## src/rtl/video_pack_in.sv

```systemverilog
// video_pack_in: packs PIX_BITS pixels into OUT_BITS words for the DDR write FIFO
// and runs the per-frame control handshake. Optional: `VPACK_FRAME_ERR_EN adds frame_err detection.
module video_pack_in #(
  parameter int ADDR_BITS   = 25,
  parameter int PIX_BITS    = 32,
  parameter int OUT_BITS    = 64,
  parameter int LOAD_CYCLES = 5
) (
  input  logic                 pclk,
  input  logic                 prst,
  input  logic                 vsync,
  input  logic                 de,
  input  logic [PIX_BITS-1:0]  indata,
  input  logic [ADDR_BITS-1:0] baseaddr,
  input  logic [23:0]          video_width,
  input  logic [11:0]          video_height,
  input  logic                 fifo_full,
  output logic                 wr_fifo_en,
  output logic [OUT_BITS-1:0]  wr_data,
  output logic                 arst_fifo,
  output logic                 loadbase,
  output logic [ADDR_BITS-1:0] ddr_baseaddr,
  output logic [23:0]          ddr_line_length,
  output logic [11:0]          ddr_col_length,
  output logic                 frame_done,
  output logic                 overflow,
  output logic                 frame_err
);

  localparam int PPW  = OUT_BITS / PIX_BITS;
  localparam int LN_W = (PPW > 1) ? $clog2(PPW) : 1;
  localparam int LC_W = $clog2(LOAD_CYCLES + 1);
  localparam logic [LN_W-1:0] LN_LAST   = LN_W'(PPW - 1);
  localparam logic [LC_W-1:0] LOAD_LAST = LC_W'(LOAD_CYCLES - 1);

  typedef enum logic [1:0] {S_IDLE, S_LOAD, S_ACTIVE, S_FEND} state_t;

  state_t                state_q, state_d;
  logic [LC_W-1:0]       load_cnt_q, load_cnt_d;
  logic                  vsync_q;
  logic [ADDR_BITS-1:0]  base_q, base_d;
  logic [23:0]           width_q, width_d;
  logic [11:0]           height_q, height_d;
  logic [23:0]           line_len_q, line_len_d;
  logic [23:0]           pc_q, pc_d;
  logic [LN_W-1:0]       ln_q, ln_d;
  logic [11:0]           lc_q, lc_d;
  logic [OUT_BITS-1:0]   acc_q, acc_d;
  logic                  wr_en_q, wr_en_d;
  logic [OUT_BITS-1:0]   wr_data_q, wr_data_d;
  logic                  done_q, done_d;
  logic                  ovf_q, ovf_d;

  logic                  vs_rise, vs_fall;
  logic                  line_end, word_close;
  logic [OUT_BITS-1:0]   word_c;
  logic [23:0]           line_len_c;

  assign vs_rise    = vsync & ~vsync_q;
  assign vs_fall    = ~vsync & vsync_q;
  assign line_len_c = (video_width + 24'(PPW - 1)) / 24'(PPW);

  // Current accumulator with the incoming pixel dropped into lane ln; lane 0 is the MSB lane.
  always_comb begin
    word_c = acc_q;
    for (int k = 0; k < PPW; k++) begin
      if (ln_q == LN_W'(k)) word_c[OUT_BITS-1-k*PIX_BITS -: PIX_BITS] = indata;
    end
  end

  // NOTE: every signal written here gets a default first, so no latch can be inferred.
  always_comb begin
    state_d    = state_q;
    load_cnt_d = load_cnt_q;
    base_d     = base_q;
    width_d    = width_q;
    height_d   = height_q;
    line_len_d = line_len_q;
    pc_d       = pc_q;
    ln_d       = ln_q;
    lc_d       = lc_q;
    acc_d      = acc_q;
    wr_en_d    = 1'b0;
    wr_data_d  = '0;
    done_d     = 1'b0;
    ovf_d      = ovf_q;
    line_end   = 1'b0;
    word_close = 1'b0;

    if (vs_rise) begin
      state_d = S_IDLE;
      acc_d   = '0;
    end else if (vs_fall) begin
      base_d     = baseaddr;
      width_d    = video_width;
      height_d   = video_height;
      line_len_d = line_len_c;
      load_cnt_d = '0;
      state_d    = S_LOAD;
    end else begin
      unique case (state_q)
        S_IDLE: ;
        S_LOAD: begin
          pc_d  = '0;
          ln_d  = '0;
          lc_d  = '0;
          acc_d = '0;
          ovf_d = 1'b0;
          if (load_cnt_q == LOAD_LAST) begin
            if (width_q == 24'd0 || height_q == 12'd0) begin
              state_d = S_FEND;
              done_d  = 1'b1;
            end else begin
              state_d = S_ACTIVE;
            end
          end else begin
            load_cnt_d = load_cnt_q + LC_W'(1);
          end
        end
        S_ACTIVE: begin
          if (de) begin
            line_end   = (pc_q == width_q - 24'd1);
            word_close = (ln_q == LN_LAST) || line_end;
            if (word_close) begin
              // A full FIFO drops the word but the counters still advance to keep line alignment.
              ln_d  = '0;
              acc_d = '0;
              if (fifo_full) begin
                ovf_d = 1'b1;
              end else begin
                wr_en_d   = 1'b1;
                wr_data_d = word_c;
              end
            end else begin
              ln_d  = ln_q + LN_W'(1);
              acc_d = word_c;
            end
            if (line_end) begin
              pc_d = '0;
              lc_d = lc_q + 12'd1;
              if (lc_q == height_q - 12'd1) begin
                state_d = S_FEND;
                done_d  = 1'b1;
              end
            end else begin
              pc_d = pc_q + 24'd1;
            end
          end
        end
        S_FEND: ;
        default: state_d = S_IDLE;
      endcase
    end
  end

  // NOTE: sequential state uses non-blocking assignments only; the partial-word
  // accumulator is reset as well so no stale pixels can leak into a word after prst.
  always_ff @(posedge pclk) begin
    if (prst) begin
      state_q    <= S_IDLE;
      load_cnt_q <= '0;
      vsync_q    <= 1'b0;
      base_q     <= '0;
      width_q    <= '0;
      height_q   <= '0;
      line_len_q <= '0;
      pc_q       <= '0;
      ln_q       <= '0;
      lc_q       <= '0;
      acc_q      <= '0;
      wr_en_q    <= 1'b0;
      wr_data_q  <= '0;
      done_q     <= 1'b0;
      ovf_q      <= 1'b0;
    end else begin
      state_q    <= state_d;
      load_cnt_q <= load_cnt_d;
      vsync_q    <= vsync;
      base_q     <= base_d;
      width_q    <= width_d;
      height_q   <= height_d;
      line_len_q <= line_len_d;
      pc_q       <= pc_d;
      ln_q       <= ln_d;
      lc_q       <= lc_d;
      acc_q      <= acc_d;
      wr_en_q    <= wr_en_d;
      wr_data_q  <= wr_data_d;
      done_q     <= done_d;
      ovf_q      <= ovf_d;
    end
  end

`ifdef VPACK_FRAME_ERR_EN
  // Short frame: vsync rises mid-frame. Long frame: pixels arrive after the frame completed.
  logic ferr_q;
  always_ff @(posedge pclk) begin
    if (prst) begin
      ferr_q <= 1'b0;
    end else if (vs_rise) begin
      if (state_q == S_ACTIVE) ferr_q <= 1'b1;
    end else if (!vs_fall) begin
      if (state_q == S_LOAD) ferr_q <= 1'b0;
      else if (state_q == S_FEND && de) ferr_q <= 1'b1;
    end
  end
  assign frame_err = ferr_q;
`else
  assign frame_err = 1'b0;
`endif

  assign wr_fifo_en      = wr_en_q;
  assign wr_data         = wr_data_q;
  assign frame_done      = done_q;
  assign overflow        = ovf_q;
  assign arst_fifo       = (state_q == S_LOAD);
  assign loadbase        = (state_q == S_LOAD) && (load_cnt_q == '0);
  assign ddr_baseaddr    = base_q;
  assign ddr_line_length = line_len_q;
  assign ddr_col_length  = height_q;

endmodule

```

## config.mk

```make
export PLATFORM = sky130hd
export DESIGN_NAME = video_pack_in
export DESIGN_NICKNAME = d
export VERILOG_FILES = /design/src/rtl/video_pack_in.sv
export SDC_FILE = /design/constraint.sdc
export NUM_CORES = 1
export LEC_CHECK = 0
export BUFFER_PORTS_ARGS = -buffer_cell sky130_fd_sc_hd__clkbuf_2
export CELL_PAD_IN_SITES_DETAIL_PLACEMENT = 2
export CELL_PAD_IN_SITES_GLOBAL_PLACEMENT = 2
export CORE_MARGIN = 2
export CORE_UTILIZATION = 33
export DETAILED_ROUTE_END_ITERATION = 12
export PLACE_DENSITY = 0.88
export SETUP_SLACK_MARGIN = 0.15
export SYNTH_ARGS = -nofsm -noshare
export SYNTH_HDL_FRONTEND = slang
export SYNTH_SLANG_ARGS = --single-unit
```

## constraint.sdc

```tcl
create_clock -name pclk -period 3.95 [get_ports pclk]
set_clock_uncertainty 0.2 [all_clocks]
set_input_delay 0.1975 -clock pclk [delete_from_list [all_inputs] [get_ports pclk]]
set_output_delay 0.1975 -clock pclk [all_outputs]
set_load 0.05 [all_outputs]
```

==> results.yml, run 1 <==
route:
  wl_per_cell_um: 29.06
  drt_iter0_drc: 847
  route.detailed.drc: 0
  first_pass_iters: 5
  vias_per_cell: 5.675
  ant_nets: 0
  dr_total_vias: 11410
  totalWireLength_um: 58440
synth:
  ys.flop_type: "dfxtp_1"
  synth_edf_count: 0
  yosys.area.top_type: "dfxtp_1"
  synth_cell_type_count: 61
  yosys_warnings: 0
  ys_async_sr_fraction_pct: 0
  synth_seq_area_share_pct: 46.30
  syn_area_per_cell_um2: 9.367
  synth_top_area_share_pct: 46.30
  yosys-top-cells-area: "dfxtp_1 (46%), mux2i_1 (13%), nor2_1 (7.0%)"
  ys_seq_elements: 258
  synth_area_mm2: 0.01116
  synthCells: 1191
worst_setup_path:
  slowest_stage: "or4b_4"
  required_ps: 4230
  crit-reg2reg-capture: "wr_data[32]$_SDFF_PP0_"
  ff2ff_path_depth: 13
  critPathMaxStageDelay_ps: 620
  regToRegStartpoint: "width_q[0]$_SDFFE_PP0P_"
  end_kind: "register"
  regToRegSetupSlack_ps: -50
  critPathKind: "reg -> reg"
  critPathTopFamily: "simple AND/OR/NAND/NOR gates"
  crit_fanout: 16
  worstPathArrival_ps: 4280
  cp_cell_sequence: "inv_1 > ha_4 > nor4b_4 > buf_4 > nand3_1 > buf_4 > o31a_1 > nor4b_2 > nor3_2 > o31a_1 > or4b_4 > clkbuf_16 > nor2_1"
  critPathLaunchType: "register"
  worst-path-buf-inv: 4
  crit_path_start: "width_q[0]$_SDFFE_PP0P_"
min_path:
  hold_path_depth: 3
  hold_end: "acc_q[34]$_SDFFE_PP0P_"
  hold_class: "in -> reg"
  hp-start: "indata[2]"
placed_design:
  dpl.cell_count: 1820
  gp_congestion: 0.8900
  io_buffer_count: 226
  dp_hpwl_um: 25120
sta:
  post-route-period-util_pct: 101.3
  max_slew_margin_pct: 25.43
  setup_ws_ps: -49.87
  max_freq_mhz: 250.0
  rsz0062_at_grt: "true"
  setup_tns_ps: -206.4
  final_hold_viol_count: 0
  tightest_slew_ps: 1119
  slew_violations: 0
  fin_crit_ps: 4000
  setup-violations-final: 13
final_layout:
  final_util_pct: 46.48
  fin_nets: 1648
  post_route_cells_drive_above_1_share_pct: 24.26
  syn_to_final_growth_pct: 39.37
  multi_input_area_mm2: 0.005854
  register_area_mm2: 0.005182
  layout.cells.non_filler: 2011
  n_fill_cell: 3451
die:
  die_w_um: 187.9
  rows: 67
  dieArea_mm2: 0.03529
  die_h_um: 187.9
  core_mm2: 0.03345
  start_util_pct: 33.35
  ioPinCount: 229
power_and_ir_drop:
  p_leak_nw: 6.266
  ir_drop_mv: 0.2965
  powerDensity_mw_per_mm2: 430.4
global_routing:
  grtUsageTotal_pct: 28.78
  grt_overflow: 0
  antenna_found_initial: 2
  grt_max_degree: 64
  grt_pass1_wl_um: 79950
  grt_pass1_vias: 12530
flow_run:
  maxCapViolations: 0
cts:
  htreeDepth: 1
  cts_buffers: 29
  cts_tree: "done"
  cts_root_buffer: "clkbuf_16"
  clk_latency_ps: 580
  clock_path_buffers: 3
  cts.sinks: 258
  clkTransAtPathRegs_ps: 70
run_status:
  violations: "setup timing"
  status: "complete, but fails checks"
## report_power, final
part           internal, mW  switching [mW]  total (mW)
clock network          1.85            1.29        3.14
registers              2.63          0.0512        2.68
logic                 0.319           0.545       0.864
## layout make-up
class	count	area share, %
clock buffer	38	5.207
tap	448	3.605
inverter	26	0.6277
multi-input combinational	836	37.65
antenna	1	0.01610
clock inverter	16	1.690
timing repair buffer	388	17.87
sequential	258	33.33
## how the worst max path moves through the flow
stage	to	slack [ps]	cells after the start
finish	wr_data[32]$_SDFF_PP0_	-50	13
floorplan	wr_data[10]$_SDFF_PP0_	350	12
CTS	wr_data[9]$_SDFF_PP0_	110	9
detailed placement	wr_data[55]$_SDFF_PP0_	-20	11
global placement	wr_data[36]$_SDFF_PP0_	110	9
global route	wr_data[32]$_SDFF_PP0_	-90	13
## state kept, by name, summed over array words and instances (netlist names)
signal / flops
overflow: 1
ddr_baseaddr: 25
vsync_q: 1
ln_q: 1
ddr_col_length: 12
wr_data: 64
pc_q: 24
width_q: 24
wr_fifo_en: 1
acc_q: 64
frame_done: 1
ddr_line_length: 23
state_q: 2
lc_q: 12
load_cnt_q: 3
## timing repair
action	in CTS	in global routing
pin swaps	0	4
endpoints found under the setup margin	96	170
hold buffers	127	0
hold endpoints to repair	188	0
gates cloned	1	3
gates resized for setup	10	59
setup buffers	0	5
## cells by family after synthesis
| group | share of synthesized area (%) |
|---|---|
| adders and majority gates | 1.234 |
| and+or+nand+nor | 21.13 |
| muxes | 13.17 |
| buffers and inverters | 3.881 |
| DFF | 46.30 |
| xor gates and xnor gates | 5.776 |
| AOI/OAI and AO/OA | 8.479 |
| other | 0.03362 |
## cells in the mapped netlist (7+ instances only)
cell,number
a22o_1,32
a211oi_1,10
or3_1,19
nand2_1,50
and3_1,14
nor2_1,208
nand2b_1,9
a31oi_1,7
nand3_1,31
nor3_1,25
a21oi_1,20
clkbuf_1,50
xnor2_1,45
nor2b_1,12
inv_1,26
mux2i_1,140
nor4_1,18
dfxtp_1,258
ha_1,11
nand4_1,22
o21ai_0,10
xor2_1,26
buf_2,7
and2_1,39
## metal layers
| metal | vias up | global-route usage, % | wire [um] |
|---|---|---|---|
| li1 | 4838 | - | - |
| met2 | 630 | 53.75 | 29770 |
| met1 | 5757 | 33.43 | 22300 |
| met3 | 185 | 4.043 | 3662 |
| met4 | 2 | 9.994 | 2689 |
| met5 | - | 0 | 13 |
## placed cells by master, fill, tap and decap left out, drive strengths merged, types with 12 or more instances in the layout
| master | netlist | final |
|---|---|---|
| clkbuf | 50 | 266 |
| dfxtp | 258 | 258 |
| nor2 | 208 | 208 |
| mux2i | 140 | 140 |
| dlygate4sd3 | 0 | 127 |
| nand2 | 50 | 50 |
| xnor2 | 45 | 45 |
| and2 | 39 | 39 |
| buf | 22 | 33 |
| a22o | 32 | 32 |
| nand3 | 31 | 31 |
| inv | 26 | 28 |
| xor2 | 26 | 26 |
| nor3 | 26 | 26 |
| nand4 | 22 | 22 |
| a21oi | 20 | 20 |
| or3 | 19 | 19 |
| nor4 | 19 | 19 |
| and3 | 14 | 14 |
| nor2b | 12 | 12 |
## stage by stage
step	total power, mW	instance area (um2)	setup slack (ps)	hold slack, ps
6_report	6.692	15550	-49.87	237.6
5_1_grt	6.835	15550	-93.99	246.2
4_1_cts	6.475	15190	108.7	205.8
3_5_place_dp	3.339	12780	-21.41	230.1
3_3_place_gp	3.309	12780	111.1	215.7
2_1_floorplan	3.106	11160	346.5	73.66
## tightest hold or removal path: stages
cell	delay, ps
dlygate4sd3_1	520
clkbuf_2	140
a22o_1	120
(Power assumes the default switching activity.)
==> run 2, diff against run 1 <==
--- a/config.mk
+++ b/config.mk
@@ -9,9 +9,9 @@
 export CELL_PAD_IN_SITES_DETAIL_PLACEMENT = 2
 export CELL_PAD_IN_SITES_GLOBAL_PLACEMENT = 2
 export CORE_MARGIN = 2
-export CORE_UTILIZATION = 33
+export CORE_UTILIZATION = 36
 export DETAILED_ROUTE_END_ITERATION = 12
-export PLACE_DENSITY = 0.88
+export PLACE_DENSITY = 0.94
 export SETUP_SLACK_MARGIN = 0.15
 export SYNTH_ARGS = -nofsm -noshare
 export SYNTH_HDL_FRONTEND = slang
==> constraint.sdc (replaced) <==
create_clock -name pclk -period 5.1 [get_ports pclk]
set_clock_uncertainty 0.2 [all_clocks]
set_input_delay 0.255 -clock pclk [delete_from_list [all_inputs] [get_ports pclk]]
set_output_delay 0.255 -clock pclk [all_outputs]
set_load 0.05 [all_outputs]
==> results.yml, run 2 (same netlist as run 1, synthesis figures left out) <==
die:
  rows: 64
  die_w_um: 180.0
  die_h_um: 180.0
  ioPinCount: 229
  dieArea_mm2: 0.03241
  start_util_pct: 36.47
  core_mm2: 0.03059
sta:
  max_slew_margin_pct: 23.00
  fin_crit_ps: 5181
  final_hold_viol_count: 0
  max_freq_mhz: 193.0
  post-route-period-util_pct: 101.6
  holdWs_ps: 262.7
  tightest_slew_ps: 1155
  setup-violations-final: 15
  slew_violations: 0
  setup_ws_ps: -81.24
global_routing:
  grt_pass1_vias: 12620
  grtUsageTotal_pct: 32.96
  grt_overflow: 0
  grt_pass1_wl_um: 83270
  grt_max_degree: 67
  antenna_found_initial: 5
placed_design:
  dpl.cell_count: 1751
  post-place-ws_ps: 574.0
  io_buffer_count: 226
  gp_congestion: 0.8597
  dp_hpwl_um: 27410
run_status:
  violations: "setup timing"
  status: "complete, but fails checks"
worst_setup_path:
  critPathLaunchType: "register"
  regToRegSetupSlack_ps: -80
  end_kind: "register"
  regToRegStartpoint: "width_q[9]$_SDFFE_PP0P_"
  crit_path_start: "width_q[9]$_SDFFE_PP0P_"
  crit_fanout: 64
  crit-reg2reg-capture: "wr_data[24]$_SDFF_PP0_"
  critPathKind: "reg -> reg"
  ff2ff_path_depth: 9
  cp_cell_sequence: "nor4_1 > nand3_1 > o31ai_1 > nand4_1 > or4_4 > o31a_1 > or4b_2 > buf_4 > nor2_1"
  critPathMaxStageDelay_ps: 860
  required_ps: 5370
  worstPathArrival_ps: 5450
  crit_end: "wr_data[24]$_SDFF_PP0_"
  slowest_stage: "nor4_1"
final_layout:
  syn_to_final_growth_pct: 31.35
  fin_nets: 1611
  layout.cells.most_common: "dfxtp_1"
  layout.cells.non_filler: 1925
  final_util_pct: 47.90
  post_route_cells_drive_above_1_share_pct: 20.05
  layout_common_cells: "dfxtp_1 (257), clkbuf_2 (225), nor2_1 (208), mux2i_1 (140), dlygate4sd3_1 (115)"
route:
  totalWireLength_um: 57910
  wl_per_cell_um: 30.08
  dr_total_vias: 11420
  vias_per_cell: 5.934
  route.detailed.drc: 0
  drt_iter0_drc: 840
  ant_nets: 0
  first_pass_iters: 5
cts:
  clk_latency_ps: 590
  cts_tree: "done"
  cts_buffers: 30
  cts_root_buffer: "clkbuf_16"
  cts.sinks: 258
  clock_path_buffers: 3
  post_cts_buffers: 0
  htreeDepth: 1
  clkTransAtPathRegs_ps: 70
power_and_ir_drop:
  ir_drop_mv: 0.2468
  powerDensity_mw_per_mm2: 331.2
  totalPowerFinal_mw: 4.853
  p_leak_nw: 5.913
flow_run:
  maxCapViolations: 0
min_path:
  hold_class: "reg -> reg"
## run 2: cell count changes in the layout (fill, tap and decap cells not counted), moves of 6 or more
cell,delta
nor2_1,+14
diode_2,+7
clkinv_2,+6
bufinv_16,-6
dfxtp_1,+7
buf_4,-19
dlygate4sd3_1,-12
nor2_4,-13
## run 2: repair_timing
item                       in CTS  in global routing
setup endpoints to repair       0                127
hold endpoints to repair      179                  0
resized for setup               0                  2
hold buffers                  115                  0
## run 2: how the worst min path moves through the flow
| stage | start | endpoint | slack [ps] | depth (start not counted) |
|---|---|---|---|---|
| 6_report | acc_q[31]$_SDFFE_PP0P_ | acc_q[31]$_SDFFE_PP0P_ | 260 | 1 |
| 3_3_place_gp | acc_q[22]$_SDFFE_PP0P_ | acc_q[22]$_SDFFE_PP0P_ | 240 | 1 |
| 2_1_floorplan | fifo_full | wr_fifo_en$_SDFF_PP0_ | 130 | 1 |
| 5_1_grt | acc_q[18]$_SDFFE_PP0P_ | acc_q[18]$_SDFFE_PP0P_ | 300 | 1 |
| 3_5_place_dp | acc_q[18]$_SDFFE_PP0P_ | acc_q[18]$_SDFFE_PP0P_ | 250 | 1 |
| 4_1_cts | de | ln_q$_SDFFE_PP0P_ | 180 | 6 |
## run 2: report_power, final
group / internal, mW / leakage [nW] / total [mW] / switching (mW)
Clock: 1.16 / 0.462 / 2.16 / 0.997
Combinational: 0.211 / 3.37 / 0.610 / 0.400
Sequential: 2.04 / 2.08 / 2.08 / 0.0436
## run 2: critical path: cells and delay by family (launching register included)
family / cells / cell delay, ps
AND/OR/NAND/NOR: 6 / 3120
AO/OA/AOI/OAI: 2 / 870
flip-flops: 1 / 490
buffers and inverters: 1 / 380
## run 2: metal layers
metal | vias up | part of all wire [%] | track usage [%]
met4 | 0 | 6.8 | 15.29
met3 | 266 | 6.3 | 4.931
li1 | 4774 | - | -
met5 | - | 0 | 0
met1 | 5716 | 37 | 36.71
met2 | 666 | 50 | 61.50
## run 2: final cells by class
cell class	count	area, um2
Fill cell	3172	15940
Multi-Input combinational cell	836	5595
Sequential cell	258	5169
Timing Repair Buffer	350	2352
Clock buffer	39	845.8
Tap cell	396	495.5
Inverter	26	97.59
Clock inverter	12	77.57
Antenna cell	8	20.02
## run 2: stage by stage
| step | TNS (ps) | area (um2) |
|---|---|---|
| 3_3_place_gp | 0 | 12550 |
| 3_5_place_dp | 0 | 12550 |
| 6_report | -389.2 | 14650 |
| 5_1_grt | -2928 | 14650 |
| 2_1_floorplan | 0 | 11160 |
| 4_1_cts | 0 | 14620 |
==> run 3, diff against run 2 <==
--- a/config.mk
+++ b/config.mk
@@ -11,6 +11,7 @@
 export CORE_MARGIN = 2
 export CORE_UTILIZATION = 36
 export DETAILED_ROUTE_END_ITERATION = 12
+export MAX_ROUTING_LAYER = met4
 export PLACE_DENSITY = 0.94
 export SETUP_SLACK_MARGIN = 0.15
 export SYNTH_ARGS = -nofsm -noshare
==> results.yml, run 3 (same netlist as run 1, synthesis figures left out) <==
global_routing:
  grtUsageTotal_pct: 33.71
  grt_pass1_vias: 12640
  grtUsageMet3_pct: 4.911
  met1_usage_pct: 35.84
  grt_pass1_wl_um: 82580
  grt-busiest-layer: "met2"
  grt_util_met2_pct: 60.81
  grt_max_degree: 97
  grt_overflow: 0
  antenna_found_initial: 2
worst_setup_path:
  slowest_stage: "or4b_2"
  cp_cell_sequence: "inv_1 > ha_1 > nor4b_1 > buf_4 > nand3_1 > o31ai_2 > nand4_1 > or4_4 > o31a_1 > or4b_2 > buf_4 > nor2_1"
  critPathMaxStageDelay_ps: 640
  end_kind: "register"
  critPathLaunchType: "register"
  critPathKind: "reg -> reg"
  crit_fanout: 64
  critPathTopFamily: "simple AND/OR/NAND/NOR gates"
  worstPathArrival_ps: 5150
  worst-path-buf-inv: 3
  regToRegStartpoint: "width_q[0]$_SDFFE_PP0P_"
  ff2ff_path_depth: 12
  regToRegSetupSlack_ps: 210
  path_common_cell: "buf_4"
  required_ps: 5360
  crit-reg2reg-capture: "wr_data[58]$_SDFF_PP0_"
final_layout:
  fin_nets: 1598
  layout.cells.most_common: "dfxtp_1"
  final_util_pct: 48.12
  syn_to_final_growth_pct: 31.94
  layout_common_cells: "dfxtp_1 (257), clkbuf_2 (225), nor2_1 (208), mux2i_1 (140), dlygate4sd3_1 (101)"
  post_route_cells_drive_above_1_share_pct: 20.57
flow_run:
  maxCapViolations: 0
cts:
  cts_tree: "done"
  cts.sinks: 258
  clock_path_buffers: 3
  htreeDepth: 1
  cts_root_buffer: "clkbuf_16"
  clk_latency_ps: 580
  post_cts_buffers: 0
  clkTransAtPathRegs_ps: 70
  cts_buffers: 30
die:
  start_util_pct: 36.47
  rows: 64
  ioPinCount: 229
  die_w_um: 180.0
  core_mm2: 0.03059
  dieArea_mm2: 0.03241
  die_h_um: 180.0
route:
  first_pass_iters: 5
  vias_per_cell: 5.772
  ant_nets: 0
  drt_iter0_drc: 760
  dr_total_vias: 11020
  route.detailed.drc: 0
  totalWireLength_um: 54520
  wl_per_cell_um: 28.54
power_and_ir_drop:
  powerDensity_mw_per_mm2: 355.1
  ir_drop_mv: 0.2263
  p_leak_nw: 5.912
min_path:
  hold_end: "overflow$_SDFFE_PP0P_"
  hold_path_depth: 1
  hold_class: "reg -> reg"
  hp-start: "overflow$_SDFFE_PP0P_"
placed_design:
  dp_hpwl_um: 27370
  gp_congestion: 0.8988
  io_buffer_count: 226
sta:
  slew_violations: 0
  post-route-period-util_pct: 95.93
  max_slew_margin_pct: 25.17
  final_hold_viol_count: 0
  tightest_slew_ps: 1123
  rsz0062_at_grt: "false"
  setup_tns_ps: 0
  max_freq_mhz: 204.4
  fin_crit_ps: 4892
  setup-violations-final: 0
run_status:
  status: "completed"
## run 3: timing repair
action,in CTS,in global routing
gates resized for setup,0,2
setup endpoints to repair,0,42
hold endpoints to repair,183,0
hold buffers,101,0
## run 3: cell type report
class	count	area, um2
clock buffer	38	830.8
antenna	2	5.005
clock inverter	17	307.8
tap	396	495.5
fill	3154	15870
sequential	258	5169
timing repair buffer	337	2220
multi-input combinational	836	5594
inverter	26	97.59
## run 3: routing by layer
layer  share of wire, %  vias to the layer above  wire length (um)
li1                   -                     4751                 -
met1                 37                     5489             20150
met2                 52                      578             28080
met3                5.7                      206              3085
met4                5.9                        0              3199
met5                  0                        -                 0
## run 3: stage by stage
step | area [um2] | cells | worst slack (ps) | hold slack [ps] | power (mW)
6_report | 14720 | 1910 | 207.7 | 271.4 | 5.226
5_1_grt | 14720 | 1910 | 186.9 | 299.9 | 5.344
4_1_cts | 14700 | 1908 | 344.8 | 258.6 | 5.146
3_5_place_dp | 12550 | 1752 | 659.3 | 247.1 | 2.578
3_3_place_gp | 12550 | 1752 | 968.1 | 240.7 | 2.549
2_1_floorplan | 11160 | 1192 | 1496 | 131.2 | 2.406
## run 3: worst register-to-register path: cells and delay by family, from the launching register on
family / cells / cell delay, ps
compound gates: 2 / 790
fa+ha+maj: 1 / 320
buf+inv: 3 / 740
flops: 1 / 440
simple gates: 6 / 2280
## run 3: power breakdown
group	total [mW]	leakage, nW	switching (mW)	internal, mW
Clock	2.56	0.558	0.995	1.56
Sequential	2.08	2.08	0.0417	2.04
Combinational	0.589	3.27	0.383	0.206
## run 3: worst max path at each step
stage / start / slack [ps] / cells past startpoint / end
2_1_floorplan: width_q[6]$_SDFFE_PP0P_ / 1500 / 12 / wr_data[10]$_SDFF_PP0_
3_3_place_gp: width_q[0]$_SDFFE_PP0P_ / 970 / 9 / wr_data[61]$_SDFF_PP0_
3_5_place_dp: width_q[0]$_SDFFE_PP0P_ / 660 / 12 / wr_data[28]$_SDFF_PP0_
4_1_cts: width_q[0]$_SDFFE_PP0P_ / 340 / 12 / wr_data[28]$_SDFF_PP0_
5_1_grt: width_q[0]$_SDFFE_PP0P_ / 190 / 12 / wr_data[58]$_SDFF_PP0_
6_report: width_q[0]$_SDFFE_PP0P_ / 210 / 12 / wr_data[58]$_SDFF_PP0_
